**config.mk**
```make
export PLATFORM = sky130hd
export DESIGN_NAME = hood_mode_control
export DESIGN_NICKNAME = d
export VERILOG_FILES = /design/src/rtl/hood_mode_control.sv
export SDC_FILE = /design/constraint.sdc
export NUM_CORES = 1
export LEC_CHECK = 0
export BUFFER_PORTS_ARGS = -buffer_cell sky130_fd_sc_hd__buf_4
export CAP_MARGIN = 0
export CORE_AREA = 2 2 63 65
export DETAILED_ROUTE_END_ITERATION = 8
export DIE_AREA = 0 0 65 67
export GPL_TIMING_DRIVEN = 0
export HOLD_SLACK_MARGIN = 0.12
export PLACE_DENSITY = 0.81
export SYNTH_ARGS = -nofsm -noshare
export SYNTH_HDL_FRONTEND = slang
export SYNTH_SLANG_ARGS = --single-unit
```
**constraint.sdc**
```tcl
create_clock -name clk -period 5.2 [get_ports clk]
set_clock_uncertainty 0.2 [all_clocks]
set_input_delay 0.78 -clock clk [delete_from_list [all_inputs] [get_ports clk]]
set_output_delay 0.78 -clock clk [all_outputs]
set_load 0.05 [all_outputs]
```
**src/rtl/hood_mode_control.sv**
```systemverilog
// hood_mode_control: operating-mode sequencer for the range hood.
// Follows the upstream machine_state power level and walks the hood through
// standby, fan levels 1/2/3 (level 3 timed, once per power-on) and a timed
// self-clean cycle. Every output comes straight from a flop.
module hood_mode_control #(
    parameter int unsigned TICKS_PER_SEC = 100_000_000,
    parameter int unsigned LEVEL3_SEC    = 60,
    parameter int unsigned CLEAN_SEC     = 180
) (
    input  logic       clk,
    input  logic       rst,
    input  logic       machine_state,
    input  logic       lvl1_btn,
    input  logic       lvl2_btn,
    input  logic       lvl3_btn,
    input  logic       clean_btn,
    input  logic       standby_btn,
    output logic [2:0] mode,
    output logic [1:0] fan_level,
    output logic [7:0] remaining_sec,
    output logic       level3_locked,
    output logic       clean_done
);

    typedef enum logic [2:0] {
        ST_OFF     = 3'd0,
        ST_STANDBY = 3'd1,
        ST_L1      = 3'd2,
        ST_L2      = 3'd3,
        ST_L3      = 3'd4,
        ST_CLEAN   = 3'd5
    } state_t;

    // Prescaler is at least one bit wide so TICKS_PER_SEC == 1 still elaborates.
    localparam int unsigned PW         = (TICKS_PER_SEC > 1) ? $clog2(TICKS_PER_SEC) : 1;
    localparam logic [PW-1:0] PRE_MAX  = PW'(TICKS_PER_SEC - 1);
    localparam logic [7:0]    L3_LOAD  = 8'(LEVEL3_SEC);
    localparam logic [7:0]    CLN_LOAD = 8'(CLEAN_SEC);

    state_t        state;
    logic [PW-1:0] prescaler;

    // The state register doubles as the mode code, so mode is registered.
    assign mode = state;

    // Mode sequencer, one-second timer and registered outputs.
    always_ff @(posedge clk) begin
        if (!rst) begin
            state         <= ST_OFF;
            fan_level     <= 2'd0;
            remaining_sec <= '0;
            level3_locked <= 1'b0;
            clean_done    <= 1'b0;
            prescaler     <= '0;
        end else begin
            clean_done <= 1'b0;
            if (!machine_state) begin
                // Power loss wins over everything, including buttons and timers.
                state         <= ST_OFF;
                fan_level     <= 2'd0;
                remaining_sec <= '0;
                level3_locked <= 1'b0;
                prescaler     <= '0;
            end else begin
                case (state)
                    ST_OFF: begin
                        state     <= ST_STANDBY;
                        fan_level <= 2'd0;
                    end

                    ST_STANDBY, ST_L1, ST_L2: begin
                        // A locked lvl3 press falls through so lower-priority
                        // presses in the same cycle are still honoured.
                        if (lvl3_btn && !level3_locked) begin
                            state         <= ST_L3;
                            fan_level     <= 2'd3;
                            remaining_sec <= L3_LOAD;
                            level3_locked <= 1'b1;
                            prescaler     <= '0;
                        end else if (lvl2_btn) begin
                            state     <= ST_L2;
                            fan_level <= 2'd2;
                        end else if (lvl1_btn) begin
                            state     <= ST_L1;
                            fan_level <= 2'd1;
                        end else if (clean_btn && (state == ST_STANDBY)) begin
                            state         <= ST_CLEAN;
                            fan_level     <= 2'd0;
                            remaining_sec <= CLN_LOAD;
                            prescaler     <= '0;
                        end else if (standby_btn && (state != ST_STANDBY)) begin
                            state     <= ST_STANDBY;
                            fan_level <= 2'd0;
                        end
                    end

                    ST_L3, ST_CLEAN: begin
                        if (prescaler == PRE_MAX) begin
                            prescaler <= '0;
                            // The <= 1 guard also keeps the count from wrapping below 0.
                            if (remaining_sec <= 8'd1) begin
                                remaining_sec <= '0;
                                state         <= ST_STANDBY;
                                fan_level     <= 2'd0;
                                clean_done    <= (state == ST_CLEAN);
                            end else begin
                                remaining_sec <= remaining_sec - 8'd1;
                            end
                        end else begin
                            prescaler <= prescaler + 1'b1;
                        end
                    end

                    default: begin
                        state         <= ST_OFF;
                        fan_level     <= 2'd0;
                        remaining_sec <= '0;
                        prescaler     <= '0;
                    end
                endcase
            end
        end
    end

endmodule

```
==> impl_results.md <==
- Ant. Diodes: 0
- Area growth syn-to-layout: 13.8%
- Worst reg2reg setup slack: 2.36 ns
- Synth top area share: 38.4%
- Worst endpoint required time: 5.18 ns
- CP Class: register to register
- Max-slew headroom: 58.4%
- VDD IR max: 0.000222 V
- Port Buffer Count: 22
- Dpl ws: 2.14 ns
- Final Cell Area: 2490 sq um
- Vias per cell: 6.15
- I/O Pins: 23
- Post-DRT Antenna Nets: 0
- Post-Syn Nets: 280
- Logic pwr share: 9.7%
- Fin nets: 309
- Final Hold Fails: 0
- Fmax: 0.352 GHz
- Outcome: completed
- Endpoints failing setup: 0
- Number of synthesis warnings: 0
- Rows: 22
- Synth Cell Area: 2190 sq um
- Cts repair resizes: 0
- Post-CTS setup buffer count: 0
- Number of CTS-inserted buffers: 5
- Seq/Total Area, Yosys: 38.4%
- Final min period: 2.84 ns
- RSZ-0062 raised after global routing: false
- P_sw: 0.149 mW
- WL per Instance: 14.7 um
- Ys async rst share: 0%
- Max Transition Viols Final: 0
- Initial Util: 60.7%
- WP data arrival: 2.82 ns
- Gate Count Post-Synth: 269
- # hold bufs at CTS: 0
- CTS clk-pin slew, worst paths: 0.07 ns
- Sw Ratio: 25.6%
- Ranking of synthesized cells by area: dfxtp_1 (38%), o21ai_0 (5.5%), nor2_1 (5.0%)
- Worst reg2reg path endpoint: prescaler[9]
- Routed WL: 5100 um
- Antenna violations before repair: 0
- Type of the tightest min-delay check: register to register
- Final GP Congestion: 0.915
- Largest net degree at the start of global routing: 12
- Final worst-path cycle share: 54.6%
- Total Power: 0.583 mW
- Worst flop-to-flop path startpoint: prescaler[0]
- Die height: 67 um
- First DRT Iteration DRCs: 218
- Critical-path maximum fanout: 10
- H-tree depth: 2
- Detailed Place HPWL: 3620 um
- CTS Root Buffer Type: clkbuf_8
- CP Capture Point: prescaler[9]
- Sequential Power Share: 56.1%
- Worst r2r path cells: 7
- Clock latency on the worst-skew pair: 0.30 ns
- Top_reg_cell synth: dfxtp_1
- Layout cell share with drive strength beyond 1: 13.1%
- CTS tree: done
- Via count: 2128
- DRC: 0
- Total GRT Usage: 26.3%
- Clock tree sinks: 42
- Setup_tns: 0 ns
- Die width: 65 um
- Vias in the first global route: 1909
- Global route overflow: 0
- Pwr/cell area: 234 nW/um^2
- Core area: 3610 sq um
- Placement Cell Area: 2410 sq um
- Die area: 4360 sq um
- Clock power frac: 34.2%
- Slew @ Worst Pin: 0.619 ns
- Startpoint class of the critical path: register
- Mean Syn Cell Area: 8.14 sq um
- Leak: 0.798 nW
- First-pass GRT wire length: 8870 um
- Pint: 0.434 mW
- Synth cell types: 49
- DRT Pass-1 Iters: 5
- Post-synth EDFFs: 0
- Cell taking the most area after synthesis: dfxtp_1
- Fin worst setup slack: 2.36 ns
- MaxCap Viol Count: 0
- Seq cells post-synth: 42
- CP endpoint kind: register
- Clock buffer depth: 2
- CP startpoint: prescaler[0]
[how the worst min path moves through the flow]
stage | cells after the start | to | slack (ns) | startpoint
2_1_floorplan | 2 | prescaler[26] | 0.25 | prescaler[26]
3_3_place_gp | 2 | fan_level[0] | 0.25 | fan_level[0]
3_5_place_dp | 2 | fan_level[0] | 0.25 | fan_level[0]
4_1_cts | 2 | fan_level[0] | 0.26 | fan_level[0]
5_1_grt | 2 | fan_level[0] | 0.29 | fan_level[0]
6_report | 2 | fan_level[0] | 0.26 | fan_level[0]
[power groups by stage]
stage	Sequential [mW]	Clock (mW)	Combinational (mW)
after floorplan	0.341	0	0.0299
after global placement	0.335	0	0.0554
after detailed placement	0.335	0	0.0556
after CTS	0.327	0.203	0.0560
after global routing	0.327	0.218	0.0609
final	0.327	0.199	0.0566
[layout by cell type (no fill, tap or decap), types with 5 or more instances in the layout]
| cell type | n |
|---|---|
| a21oi_1 | 16 |
| buf_4 | 22 |
| clkbuf_1 | 9 |
| clkbuf_8 | 5 |
| dfxtp_1 | 42 |
| inv_1 | 5 |
| nand2_1 | 22 |
| nand3_1 | 10 |
| nand4_1 | 10 |
| nor2_1 | 29 |
| nor3_1 | 10 |
| nor4_1 | 5 |
| o211ai_1 | 7 |
| o21ai_0 | 24 |
| or3_1 | 9 |
| xnor2_1 | 9 |
| xor2_1 | 7 |
[synthesized netlist by cell type, drive strengths merged, types with 3 or more instances]
cell type  instances
nor3              10
clkbuf             7
o31ai              3
nor4               5
inv                5
ha                 3
and3               3
and2               4
o211ai             7
or4                4
nor4b              4
nand2             22
xnor2              9
nand3             11
a21oi             16
xor2               7
nand3b             3
buf                3
nand4             10
o21ai             26
or3               10
dfxtp             42
nor2              29
[through the flow]
stage          hold slack, ns  util, %  cells
6_report                0.260     69.0    346
5_1_grt                 0.292     69.0    346
4_1_cts                 0.265     69.0    346
3_5_place_dp            0.253     66.9    339
3_3_place_gp            0.252     66.9    339
2_1_floorplan           0.253        -    269
[final cells by class]
class	count	area, sq um
clock buffers	7	76.3
well taps	48	60.1
repair buffers	22	165
inverters	5	18.8
flip-flops and latches	42	841
multi-input cells	212	1290
fillers	324	1120
plain buffers	10	41.3
[cells by family (layout without fill, tap and decap cells)]
logic type	after synthesis	count (layout)	synth area share (%)
buf+inv	15	44	2.74
flops	42	42	38.4
xor+xnor	16	16	6.40
simple gates	126	126	31.5
compound gates	67	67	19.2
fa+ha+maj	3	3	1.72
[flip-flops by register name, indices dropped and copies added, names as in the netlist]
name	count
clean_done	1
fan_level	2
level3_locked	1
mode	3
prescaler	27
remaining_sec	8
[worst max-delay path, stage by stage, from the launching register on]
cell     delay, ns
dfxtp_1       0.41
ha_1          0.29
nor4b_1       0.33
nand4_1       0.21
o41a_1        0.49
o21ai_2       0.40
buf_2         0.32
nor2_1        0.07
[layer usage]
layer / vias up / GRT usage, % / share of wire, %
met4: 0 / 7.18 / 1.1
met5: - / 0 / 0
met2: 75 / 41.1 / 45
met3: 7 / 5.74 / 6.5
li1: 1056 / - / -
met1: 990 / 36.5 / 48
(Power assumes the default switching activity.)
